--- src/rtl/serial_sub_pkg.sv ---
// Shared types for the bit-serial subtractor: FSM state encoding reused by the bench to probe state.
package serial_sub_pkg;

  typedef enum logic [1:0] {
    S_IDLE = 2'b00,
    S_BUSY = 2'b01,
    S_DONE = 2'b10
  } state_e;

endpackage

--- src/rtl/serial_sub_if.sv ---
// Request/result bundle of the bit-serial subtractor.
interface serial_sub_if #(
  parameter int unsigned WIDTH = 8
);

  logic             start;
  logic [WIDTH-1:0] ain;
  logic [WIDTH-1:0] bin;
  logic             bor_in;
  logic             busy;
  logic             done;
  logic [WIDTH-1:0] dout;
  logic             bout;
  logic             ovf;

  modport master (
    output start, ain, bin, bor_in,
    input  busy, done, dout, bout, ovf
  );

  modport slave (
    input  start, ain, bin, bor_in,
    output busy, done, dout, bout, ovf
  );

endinterface

--- src/rtl/serial_sub_full_sub.sv ---
// One-bit combinational full subtractor: o_dout = i_ain - i_bin - i_bin_b, with borrow out.
module full_sub (
  input  logic i_ain,
  input  logic i_bin,
  input  logic i_bin_b,
  output logic o_dout,
  output logic o_bout
);

  assign o_dout = i_ain ^ i_bin ^ i_bin_b;
  assign o_bout = (~i_ain & i_bin) | (~(i_ain ^ i_bin) & i_bin_b);

endmodule

--- src/rtl/serial_sub.sv ---
// Bit-serial two's-complement subtractor, LSB first, one bit per clock through a single
// full_sub cell; result valid from the done pulse until the next accepted request.
module serial_sub
  import serial_sub_pkg::*;
#(
  parameter int unsigned WIDTH = 8
) (
  input logic         clk,
  input logic         rst,
  serial_sub_if.slave bus
);

  localparam int unsigned    CNT_W    = $clog2(WIDTH);
  localparam logic [CNT_W-1:0] CNT_LAST = CNT_W'(WIDTH - 1);

  state_e           r_state;
  state_e           w_state_nxt;
  logic [WIDTH-1:0] r_a_sh;
  logic [WIDTH-1:0] r_b_sh;
  logic [WIDTH-1:0] r_dout;
  logic [CNT_W-1:0] r_cnt;
  logic             r_brw;
  logic             r_bout;
  logic             r_ovf;
  logic             r_busy;
  logic             r_done;
  logic             w_d;
  logic             w_bo;
  logic             w_accept;
  logic             w_last;

  full_sub u_cell (
    .i_ain   (r_a_sh[0]),
    .i_bin   (r_b_sh[0]),
    .i_bin_b (r_brw),
    .o_dout  (w_d),
    .o_bout  (w_bo)
  );

  always_ff @(posedge clk) begin
    if (rst) r_state <= S_IDLE;
    else     r_state <= w_state_nxt;
  end

  always_comb begin
    w_state_nxt = r_state;
    w_accept    = 1'b0;
    w_last      = 1'b0;
    case (r_state)
      S_IDLE: begin
        if (bus.start) begin
          w_accept    = 1'b1;
          w_state_nxt = S_BUSY;
        end
      end
      S_BUSY: begin
        w_last = (r_cnt == CNT_LAST);
        if (w_last) w_state_nxt = S_DONE;
      end
      S_DONE:  w_state_nxt = S_IDLE;
      default: w_state_nxt = S_IDLE;
    endcase
  end

  // Datapath; status flags are registered from the next state so they track the FSM exactly.
  always_ff @(posedge clk) begin
    if (rst) begin
      r_a_sh <= '0;
      r_b_sh <= '0;
      r_dout <= '0;
      r_cnt  <= '0;
      r_brw  <= 1'b0;
      r_bout <= 1'b0;
      r_ovf  <= 1'b0;
      r_busy <= 1'b0;
      r_done <= 1'b0;
    end else begin
      r_busy <= (w_state_nxt == S_BUSY);
      r_done <= (w_state_nxt == S_DONE);
      if (w_accept) begin
        r_a_sh <= bus.ain;
        r_b_sh <= bus.bin;
        r_brw  <= bus.bor_in;
        r_cnt  <= '0;
        r_dout <= '0;
      end else if (r_state == S_BUSY) begin
        r_dout <= {w_d, r_dout[WIDTH-1:1]};
        r_a_sh <= {1'b0, r_a_sh[WIDTH-1:1]};
        r_b_sh <= {1'b0, r_b_sh[WIDTH-1:1]};
        r_brw  <= w_bo;
        // Counter holds on the final bit so it never wraps inside an operation.
        if (w_last) begin
          r_bout <= w_bo;
          r_ovf  <= r_brw ^ w_bo;
        end else begin
          r_cnt <= r_cnt + CNT_W'(1);
        end
      end
    end
  end

  assign bus.busy = r_busy;
  assign bus.done = r_done;
  assign bus.dout = r_dout;
  assign bus.bout = r_bout;
  assign bus.ovf  = r_ovf;

endmodule

--- src/flat_wrapper.sv ---
// flat-port wrapper written by rule: the top's interface ports become plain ports
module serial_sub_flat import serial_sub_pkg::*;
#(
  parameter int unsigned WIDTH = 8
)
  (clk, rst, bus_start, bus_ain, bus_bin, bus_bor_in, bus_busy, bus_done, bus_dout, bus_bout, bus_ovf);
  serial_sub_if #(.WIDTH(WIDTH)) bus_i ();
  input logic clk;
  input logic rst;
  input wire logic [$bits(bus_i.start)-1:0] bus_start;
  input wire logic [$bits(bus_i.ain)-1:0] bus_ain;
  input wire logic [$bits(bus_i.bin)-1:0] bus_bin;
  input wire logic [$bits(bus_i.bor_in)-1:0] bus_bor_in;
  output wire logic [$bits(bus_i.busy)-1:0] bus_busy;
  output wire logic [$bits(bus_i.done)-1:0] bus_done;
  output wire logic [$bits(bus_i.dout)-1:0] bus_dout;
  output wire logic [$bits(bus_i.bout)-1:0] bus_bout;
  output wire logic [$bits(bus_i.ovf)-1:0] bus_ovf;
  assign bus_i.start = bus_start;
  assign bus_i.ain = bus_ain;
  assign bus_i.bin = bus_bin;
  assign bus_i.bor_in = bus_bor_in;
  assign bus_busy = bus_i.busy;
  assign bus_done = bus_i.done;
  assign bus_dout = bus_i.dout;
  assign bus_bout = bus_i.bout;
  assign bus_ovf = bus_i.ovf;
  serial_sub #(.WIDTH(WIDTH)) u_core (.clk(clk), .rst(rst), .bus(bus_i));
endmodule
--- config.mk ---
export PLATFORM = sky130hd
export DESIGN_NAME = serial_sub_flat
export DESIGN_NICKNAME = d
export VERILOG_FILES = /design/src/rtl/serial_sub_pkg.sv /design/src/rtl/serial_sub_if.sv /design/src/rtl/serial_sub_full_sub.sv /design/src/rtl/serial_sub.sv /design/src/flat_wrapper.sv
export SDC_FILE = /design/constraint.sdc
export NUM_CORES = 1
export LEC_CHECK = 0
export ABC_AREA = 0
export CAP_MARGIN = 20
export CORE_ASPECT_RATIO = 1.75
export CORE_MARGIN = 4
export CORE_UTILIZATION = 25
export DETAILED_ROUTE_END_ITERATION = 10
export GPL_ROUTABILITY_DRIVEN = 0
export HOLD_SLACK_MARGIN = 0.15
export MAX_ROUTING_LAYER = met4
export SYNTH_ARGS = -nofsm -noshare
export SYNTH_HDL_FRONTEND = slang
export SYNTH_HIERARCHICAL = 1
export SYNTH_SLANG_ARGS = --single-unit
--- constraint.sdc ---
create_clock -name clk -period 1.89 [get_ports clk]
set_input_delay 0.378 -clock clk [delete_from_list [all_inputs] [get_ports clk]]
set_output_delay 0.378 -clock clk [all_outputs]
set_load 0.02 [all_outputs]
Word level (Yosys, flattened, before mapping)
Index checks and enable logic that the tools add are counted.
- logic and storage cells: 42
- output and inout bits: 12
- register bits after elaboration: 34
- input bits: 20
- bitwise gates (word level): 10
- multiplexer cells: 12
- equal/unequal tests: 4
- add/subtract/negate cells: 1
- reduce and logical (&&, ||, !) cells: 5
- operators by type and width (cell ; number):
    $mux 8 ; 4
    $mux 1 ; 5
    $eq 2x1->1 const B ; 2
    $mux 2 ; 2
    $not 1->1 ; 4
    $pmux 2 s2 ; 1
    $add 3x1->3 const B ; 1
    $eq 3x3->1 const B ; 1
    $reduce_and 3->1 ; 1
    $xor 1x1->1 ; 3
    $and 1x1->1 ; 2
    $eq 2x2->1 const B ; 1
    $logic_not 2->1 ; 1
    $reduce_and 2->1 ; 1
    $reduce_bool 2->1 ; 1
    $reduce_or 2->1 ; 1
    $or 1x1->1 ; 1

Longest topological paths before layout
Gate-level depths: netlist of run 1.
- depth in word-level cells: 6
- gate-level depth with buffers: 6
- mapped depth without buffers: 6

Hierarchy
The synthesis of run 1 kept the hierarchy.
- by module, submodules not included (module ; sequential area each (sq um) ; cells each ; area an instance (sq um) ; times used):
    serial_sub ; 680.7 ; 164 ; 1371.3 ; 1
    full_sub ; 0.0 ; 4 ; 31.3 ; 1

Worst setup path after synthesis of run 1
No wires, ideal clock.
- path kind: register -> register
- start point: register u_core.r_cnt[0]
- end point: register u_core.r_cnt[0]
- arrival: 1.294 ns
- required time: 1.775 ns
- setup time: 0.115 ns
- cell stages (with the launch flop): 6
- buffers on the path: 0
- period minus slack after synthesis: 1.408 ns
- setup slack: 0.482 ns
- cell sequence: dfxtp_1 ha_1 ha_1 nor3b_1 xnor2_1 nor2_1
- cells in the longest elaborated chain, start to end: 4
- elaborated cells between the ends (all ways): 5
- those cells by class: add/sub (1); eq/ne (1); mux (1); bitwise (1); reduce/logical (1)
- RTL lines (element ; RTL line ; source):
    start, declared ; serial_sub.sv:21 ; logic [CNT_W-1:0] r_cnt;
    start signal, assigned ; serial_sub.sv:96 ; r_cnt <= r_cnt + CNT_W'(1);
    $eq 3x3->1 ; serial_sub.sv:57 ; w_last = (r_cnt == CNT_LAST);
    $mux 1 ; serial_sub.sv:49 ; case (r_state)
    $not 1->1 (no line) ; n/a ;
    $reduce_and 2->1 (no line) ; n/a ;
Several ways; a longest one is shown, not always the timed one.
A chain may end at the register's enable or synchronous reset.

Final worst setup path of run 1
- start point: register u_core.r_dout[2] (netlist: u_core/bus.dout[2])
- end point: output bus_dout[2]
- RTL lines (element ; RTL line ; source):
    start, declared ; serial_sub.sv:20 ; logic [WIDTH-1:0] r_dout;
    start signal, assigned ; serial_sub.sv:87 ; r_dout <= {w_d, r_dout[WIDTH-1:1]};
    end, declared ; flat_wrapper.sv:16 ; output wire logic [$bits(bus_i.dout)-1:0] bus_dout;
No word-level cell between the ends.

==> results of run 1 <==
-- routing by layer --
metal | global-route usage | vias to the layer above | part of all wire
met5 | - | - | 0
met4 | 0.0408 | 0 | 0.016
met3 | 0.0304 | 7 | 0.055
met2 | 0.176 | 31 | 0.52
met1 | 0.113 | 549 | 0.41
li1 | - | 638 | -
-- final cells by class --
cell class	count	area, um^2
timing repair buffer	40	390
inverter	5	18.8
fill	593	3430
tap	74	92.6
multi-input combinational	118	636
sequential	34	681
clock inverter	1	5.00
clock buffer	7	86.3
-- cell families after synthesis --
kind of cell | count (synthesis) | synth area share
flops | 34 | 0.485
xor+xnor | 2 | 0.0125
simple gates | 67 | 0.205
fa+ha+maj | 3 | 0.0321
compound gates | 46 | 0.203
buf+inv | 16 | 0.0616
-- registers in the layout (all words and copies together), names as in the netlist --
name,cells
u_core/bus.dout,8
u_core/bus.bout,1
u_core/r_b_sh,8
u_core/r_state,2
u_core/bus.ovf,1
u_core/r_brw,1
u_core/r_cnt,3
u_core/r_a_sh,8
u_core/bus.busy,1
u_core/bus.done,1
-- power by group through the flow --
stage	logic (mW)	clock network [mW]	registers [mW]
after floorplan	0.140	0	0.793
after global placement	0.228	0	0.797
after detailed placement	0.232	0	0.797
after CTS	0.234	0.562	0.781
after global routing	0.256	0.598	0.787
final	0.229	0.543	0.781
-- metrics by stage --
step	instances	setup WS, ps	utilization	cell area (um^2)
2_1_floorplan	168	482	-	1400
3_3_place_gp	271	119	0.340	1820
3_5_place_dp	271	92.5	0.340	1820
4_1_cts	279	242	0.357	1910
5_1_grt	279	156	0.357	1910
6_report	279	264	0.357	1910
-- cells in the final DEF, fill, tap and decap left out --
cell type,synthesis,layout
o22ai_1,4,4
buf_4,1,8
clkdlybuf4s50_1,0,31
ha_1,2,2
inv_1,5,5
nand3_1,4,4
o21ai_0,2,2
nor3b_1,1,1
nand2b_1,3,3
buf_12,0,1
clkbuf_8,0,6
dfxtp_1,34,34
xor2_1,1,1
o21ba_2,1,1
or3b_1,1,1
nor2b_1,1,1
a211oi_1,14,14
nand3b_1,1,1
clkbuf_1,2,1
nor2_1,21,21
nor3b_2,1,1
a311oi_2,1,1
xnor2_1,1,1
nand2_1,34,34
clkinv_2,0,1
fa_1,1,1
a21oi_1,24,24
-- synth_stat cells, types with 2 or more instances --
library cell  instances  area [um^2]
buf_6                 2         22.5
nand2b_1              3         18.8
nand2_1              34          128
a21oi_1              24          120
nand3_1               4         20.0
clkbuf_1              2         7.51
dfxtp_1              34          681
buf_2                 5         25.0
a211oi_1             14          105
nor2_1               21         78.8
o21ai_0               2         10.0
ha_1                  2         25.0
o22ai_1               4         25.0
inv_1                 5         18.8
-- worst reg2reg max path, cell delays in order, from the launching register on --
cell and delay [ps]:
dfxtp_1 490, nor2b_1 520, buf_4 240, nand2_1 60, a211oi_1 210
-- final timing paths --
check / from / endpoint / slack, ps / cells past startpoint
max reg2reg: u_core/r_state[0] / u_core/r_b_sh[2] / 290 / 4
max: u_core/bus.dout[2] / bus_dout[2] / 260 / 1
min: u_core/r_a_sh[7] / u_core/r_a_sh[6] / 460 / 2
min reg2reg: u_core/r_a_sh[7] / u_core/r_a_sh[6] / 460 / 2
==> flow_summary.yaml, run 1 <==
floorplanning:
  core_area_um2: 5340
  fp.dieW_um: 64.6
  pin_count: 32
  die_y_um: 107
  start_util: 0.263
  rows: 35
  dieArea_um2: 6920
worst_setup_path:
  worst-path-buf-inv: 1
  crit_family: "buffers and inverters"
  path_max_fanout: 3
  cp_slowest_stage_delay_ps: 620
  end_kind: "primary output"
  crit_arrival_ps: 1250
  crit_type: "reg -> out"
  worstSetupStartpointType: "flop"
  crit_path_cell_trace: "clkdlybuf4s50_1"
  cp.required_ps: 1510
  crit_path_top_delay_cell: "clkdlybuf4s50_1"
cts:
  cts_setup_buffers: 0
  ctsRootBufferMaster: "clkbuf_8"
  ctsResizeCount: 0
  clock_latency_ps: 280
  path_clk_slew_ps: 70
  cts_sinks: 34
  cts_buffers: 5
  hold_buffers: 0
  cts.path.max_buffers: 2
  cts_max_level: 2
  cts_tree: "done"
power:
  total_power_mw: 1.55
  switchingPower_uw: 389
  p_int_mw: 1.16
  ir_worst_vdd_v: 0.000480
  p_leak_nw: 0.687
  swShare: 0.250
  p_per_area_nw_per_um2: 814
  power_frac_clock: 0.350
  comb_power_share: 0.147
  pwr-share-seq: 0.503
sta:
  hold_viol_final: 0
  final.setup.tns_ps: 0
  finalCritPeriodShare: 0.861
  max_freq_mhz: 615
  rsz0062_at_grt: "false"
  relSlewSlack: 0.634
  worst_hold_slack_ps: 455
  drv_slew: 0
  skew_ps: 2.98
  period_needed_ps: 1630
  tightest_slew_ps: 548
  setup_viol: 0
layout:
  area_delta_synth_final_pct: 36.1
  drive_gt1_frac: 0.0927
  diodes: 0
  nNetsFinal: 227
placement:
  dp_hpwl_um: 2340
  portBuffers: 31
detailed_routing:
  firstDrtPassIters: 4
  drt_iter0_markers: 55
  via_count: 1225
  final_antenna_net_count: 0
  vias_per_cell: 4.39
  postRouteWirelength_um: 3250
  remaining_drc_errors: 0
  wl_per_cell_um: 11.7
synth:
  synth_edf_count: 0
  yosys.cell_types.count: 26
  ys_warn_count: 6
  synthArstFlopShare: 0
  syn_inst: 168
  syn-mean-instance-area_um2: 8.35
  ys_seq_elements: 34
  ys_seq_area_frac: 0.485
  syn-num-nets: 191
  synth_ff_type: "dfxtp_1"
  synth_area_um2: 1400
hold_path:
  hp-class: "reg -> reg"
global_route:
  grt_max_degree: 24
  antenna_found_initial: 0
  grt_pass1_vias: 1157
  grt_usage: 0.104
  gr-total-overflow: 0
  grt_pass1_wl_um: 5470
run_status:
  status: "complete, no violations"
flow_run:
  maxCapViolations: 0
Note: power is estimated with default switching activity, not from simulation.
==> inputs of run 2 (changes only) <==
--- a/config.mk
+++ b/config.mk
@@ -16,5 +16,5 @@
 export MAX_ROUTING_LAYER = met4
+export SLEW_MARGIN = 0
 export SYNTH_ARGS = -nofsm -noshare
 export SYNTH_HDL_FRONTEND = slang
-export SYNTH_HIERARCHICAL = 1
 export SYNTH_SLANG_ARGS = --single-unit
==> constraint.sdc (replaced) <==
create_clock -name clk -period 1.89 [get_ports clk]
set_input_delay 0.189 -clock clk [delete_from_list [all_inputs] [get_ports clk]]
set_output_delay 0.189 -clock clk [all_outputs]
set_load 0.02 [all_outputs]
==> run 2 against run 1 <==
  * Register-to-register slack better by 190 ps
  * Clock skew down 0.95 ps
  * Critical endpoint is now bus_dout[5]
  * Combinational power shrank 12%
  * Clock-buffer cell count unchanged
  * Setup slack gained 180 ps
  * Design area decreased by 2.0%
  * Largest power group unchanged
  * Clock power hardly changed
  * Via count fell by 5.1%
  * Hold slack improved by 1.6 ps
==> flow_summary.yaml, run 2 <==
layout:
  diodes: 0
  drive_gt1_frac: 0.137
  final_common_cell: "dfxtp_1"
  fillers: 596
  stdcell_area_um2: 1870
  seq_area_um2: 681
  multi_input_area_um2: 643
  nNetsFinal: 204
  area_delta_synth_final_pct: 33.1
  final_cell_mix: "34 x dfxtp_1, 31 x clkdlybuf4s50_1, 19 x nor2_1"
placement:
  placed_area_um2: 1780
  dp_hpwl_um: 2340
  portBuffers: 31
power:
  p_per_area_nw_per_um2: 815
  p_leak_nw: 0.652
  comb_power_share: 0.132
  swShare: 0.244
  switchingPower_uw: 373
  ir_worst_vdd_v: 0.000309
  power_frac_clock: 0.357
  p_int_mw: 1.15
  pwr-share-seq: 0.511
synth:
  synth_ff_type: "dfxtp_1"
  ys_seq_area_frac: 0.484
  synthArstFlopShare: 0
  yosys.cell_types.count: 30
  syn-mean-instance-area_um2: 9.38
  ys_warn_count: 0
  synth_area_um2: 1410
  synthDominantAreaCellType: "dfxtp_1"
  synth_top_area_frac: 0.484
  synthTopCellsByCount: "34 x dfxtp_1, 19 x nor2_1, 18 x nand2_1"
  yosysMostFrequentCell: "dfxtp_1"
  synthTopCellsByArea: "dfxtp_1 48%, a211oi_1 9.1%, o22ai_1 6.7%"
  syn-num-nets: 173
  synth_edf_count: 0
  ys_seq_elements: 34
  syn_inst: 150
sta:
  max_freq_mhz: 691
  period_needed_ps: 1450
  skew_ps: 2.04
  drv_slew: 0
  final.setup.tns_ps: 0
  relSlewSlack: 0.664
  rsz0062_at_grt: "false"
  tightest_slew_ps: 504
  finalCritPeriodShare: 0.766
  hold_viol_final: 0
  setup_viol: 0
cts:
  hold_buffers: 0
  cts.path.max_buffers: 2
  clock_latency_ps: 280
  cts_sinks: 34
  ctsResizeCount: 0
  cts_max_level: 2
  ctsRootBufferMaster: "clkbuf_8"
  cts_buffers: 5
  path_clk_slew_ps: 70
  cts_tree: "done"
  cts_setup_buffers: 0
worst_setup_path:
  crit_arrival_ps: 1260
  worstSetupStartpointType: "flop"
  end_kind: "primary output"
  setup.worst_path.start: "u_core.bus.dout[5]"
  crit_path_top_delay_cell: "clkdlybuf4s50_1"
  crit_path_cell_trace: "clkdlybuf4s50_1"
  r2r-end: "u_core.r_cnt[0]"
  cp.required_ps: 1700
  crit_family: "buffers and inverters"
  rr_worst_depth: 5
  worst-path-buf-inv: 1
  crit_type: "reg -> out"
  r2r_slack_ps: 480
  rr_startpoint: "u_core.r_cnt[0]"
  path_max_fanout: 3
  cp_slowest_stage_delay_ps: 620
global_route:
  grt_pass1_wl_um: 5340
  grt_usage: 0.102
  antenna_found_initial: 0
  gr-total-overflow: 0
  grt_pass1_vias: 1131
  grt_max_degree: 24
detailed_routing:
  vias_per_cell: 4.54
  routed-wl-met3_um: 133
  drt_iter0_markers: 29
  firstDrtPassIters: 4
  drt-met1-wl_um: 1390
  via_count: 1163
  top_signal_layer_used: "met4"
  wl_per_cell_um: 12.5
  final_antenna_net_count: 0
  postRouteWirelength_um: 3200
  remaining_drc_errors: 0
  dr_wl_met2_um: 1610
floorplanning:
  die_y_um: 107
  start_util: 0.263
  dieArea_um2: 6940
  rows: 35
  pin_count: 32
  core_area_um2: 5340
  fp.dieW_um: 64.7
hold_path:
  hold_path_end: "u_core.bus.ovf"
  hold_start: "u_core.bus.ovf"
  hp-class: "reg -> reg"
  hold_depth: 2
flow_run:
  maxCapViolations: 0
run_status:
  status: "complete, no violations"
[run 2: changes by cell type in the layout (fill, tap and decap cells not counted), sizes merged, moves of 2 or more]
cell    previous run  this run
o22ai              4        15
a211oi            14        17
inv                5         3
a21oi             24        11
nand3              4         2
nand2             34        18
a22oi              0         2
buf                9         4
[run 2: cell type report]
class,instances,area share
flip-flops and latches,34,0.364
multi-input cells,102,0.344
repair buffers,35,0.189
well taps,74,0.0495
clock buffers,7,0.0461
inverters,3,0.00602
clock inverters,1,0.00267
[run 2: cells by family after synthesis]
logic type               Yosys count  share of synthesized area
AO/OA/AOI/OAI                     50                      0.262
AND/OR/NAND/NOR                   47                      0.151
flip-flops                        34                      0.484
buffers and inverters             14                     0.0587
adder cells (fa/ha/maj)            3                     0.0320
XOR/XNOR                           2                     0.0125
[run 2: metrics by stage]
stage                      util  total power [mW]  setup slack [ps]  hold slack [ps]  instances
final                     0.350              1.53               443              457        256
after global placement    0.333             0.995               351              450        248
after CTS                 0.350              1.55               414              464        256
after detailed placement  0.333             0.999               295              454        248
after global routing      0.350              1.60               364              489        256
after floorplan               -             0.922               533              262        150
[run 2: tightest hold or removal path, delay by kind of cell, from the launching register on]
kind | cells | cell delay, ps
compound gates | 1 | 50
flops | 1 | 310
simple gates | 1 | 50
[run 2: worst max path at each step]
| stage | endpoint | slack [ps] | depth (start not counted) |
|---|---|---|---|
| 2_1_floorplan | u_core.r_cnt[0] | 530 | 6 |
| 3_3_place_gp | u_core.r_cnt[0] | 350 | 5 |
| 3_5_place_dp | u_core.r_cnt[0] | 300 | 5 |
| 4_1_cts | bus_dout[5] | 410 | 1 |
| 5_1_grt | bus_dout[5] | 360 | 1 |
| 6_report | bus_dout[5] | 440 | 1 |
[run 2: metal layers]
layer | GRT usage | vias up
li1 | - | 598
met1 | 0.115 | 535
met2 | 0.166 | 25
met3 | 0.0231 | 5
met4 | 0.0545 | 0
met5 | - | -
[run 2: power by group through the flow]
stage          registers (mW)  logic [mW]  clock network, mW
3_5_place_dp            0.796       0.204                  0
3_3_place_gp            0.795       0.200                  0
4_1_cts                 0.780       0.204              0.567
5_1_grt                 0.784       0.223              0.592
2_1_floorplan           0.792       0.130                  0
6_report                0.779       0.201              0.545
==> inputs of run 3 (changes only) <==
clock period = 1.4 ns   (was 1.89 ns; I/O delays follow)
==> run 3 against run 2 <==
  * Critical path depth unchanged
  * Highest routed layer unchanged
  * Clock-buffer cell count decreased by 1
  * Largest power group unchanged
  * Sequential share of layout area decreased by 2.0 points
==> flow_summary.yaml, run 3 (synthesized netlist as in run 2, its figures left out) <==
worst_setup_path:
  worst-path-buf-inv: 1
  crit_type: "reg -> out"
  cp.depth: 1
  cp_slowest_stage_delay_ps: 600
  worstSetupStartpointType: "flop"
  crit_arrival_ps: 1210
  crit_path_top_delay_cell: "clkdlybuf4s50_1"
  rr_worst_depth: 5
  path_max_fanout: 2
  cp.required_ps: 1260
  crit_family: "buffers and inverters"
  crit_path_cell_trace: "clkdlybuf4s50_1"
  end_kind: "primary output"
sta:
  relSlewSlack: 0.775
  period_needed_ps: 1350
  fin_ws_ps: 52.8
  tightest_slew_ps: 337
  setup_viol: 0
  max_freq_mhz: 742
  hold_viol_final: 0
  finalCritPeriodShare: 0.962
  rsz0062_at_grt: "false"
  skew_ps: 6.51
  drv_slew: 0
floorplanning:
  start_util: 0.263
  dieArea_um2: 6940
  fp.dieW_um: 64.7
  rows: 35
  core_area_um2: 5340
  die_y_um: 107
  pin_count: 32
placement:
  dp_hpwl_um: 2350
  placed_area_um2: 1870
  placed_cells: 258
  post-place-ws_ps: -2.27
  portBuffers: 31
detailed_routing:
  remaining_drc_errors: 0
  vias_per_cell: 4.53
  wl_per_cell_um: 11.9
  postRouteWirelength_um: 3140
  drt_iter0_markers: 38
  firstDrtPassIters: 4
  via_count: 1196
  final_antenna_net_count: 0
global_route:
  grt_pass1_vias: 1119
  grt_max_degree: 24
  grt_usage: 0.102
  gr-total-overflow: 0
  grt_pass1_wl_um: 5240
  antenna_found_initial: 0
cts:
  cts_tree: "done"
  cts_sinks: 34
  ctsRootBufferMaster: "clkbuf_8"
  cts_setup_buffers: 0
  cts.path.max_buffers: 2
  cts_max_level: 2
  clock_latency_ps: 280
  path_clk_slew_ps: 70
  cts_buffers: 5
hold_path:
  hp-class: "reg -> reg"
  hold_depth: 2
layout:
  final_cells: 264
  multi_input_area_um2: 662
  drive_gt1_frac: 0.184
  nNetsFinal: 214
  stdcell_area_um2: 1980
  final_common_cell: "dfxtp_1"
  seq_area_um2: 681
  area_delta_synth_final_pct: 40.7
  fillers: 568
  final_cell_mix: "34 x dfxtp_1, 23 x clkdlybuf4s50_1, 19 x nor2_1"
  final_util: 0.370
  diodes: 0
power:
  total_power_mw: 2.05
  p_leak_nw: 0.804
  ir_worst_vdd_v: 0.000782
  p_per_area_nw_per_um2: 1030
flow_run:
  maxCapViolations: 0
run_status:
  status: "complete, no violations"
==> run 3: power by group <==
part           leakage [nW]  switching [mW]  internal (mW)
registers             0.279          0.0278           1.02
logic                 0.482           0.139          0.163
clock network        0.0431           0.317          0.379
total                 0.804           0.484           1.56
==> run 3: final cells by class <==
| class | count | area share |
|---|---|---|
| clock buffer | 6 | 0.0417 |
| tap | 74 | 0.0468 |
| inverter | 3 | 0.00569 |
| multi-input combinational | 102 | 0.335 |
| timing repair buffer | 45 | 0.227 |
| sequential | 34 | 0.344 |
==> run 3: per-layer routing <==
layer,track usage,vias to the layer above,part of all wire
li1,-,614,-
met1,0.113,550,0.42
met2,0.166,28,0.52
met3,0.0314,4,0.047
met4,0.0454,0,0.020
met5,-,-,0
==> run 3: final timing paths <==
| check | from | endpoint | slack (ps) |
|---|---|---|---|
| max | u_core.bus.ovf | bus_ovf | 50 |
| min | u_core.bus.ovf | u_core.bus.ovf | 460 |
| max reg2reg | u_core.r_a_sh[0] | u_core.bus.ovf | 110 |
| min reg2reg | u_core.bus.ovf | u_core.bus.ovf | 460 |
==> run 3: what timing repair did <==
item,CTS,global route
gates resized for setup,3,8
endpoints found under the hold margin,0,0
cloned,0,0
hold buffers,0,0
pin swaps,0,1
endpoints found under the setup margin,3,12
==> run 3: through the flow <==
step	hold slack, ps	TNS (ps)
final	459	0
after global routing	483	0
after CTS	460	0
after detailed placement	451	-2.27
after global placement	448	0
after floorplan	213	0
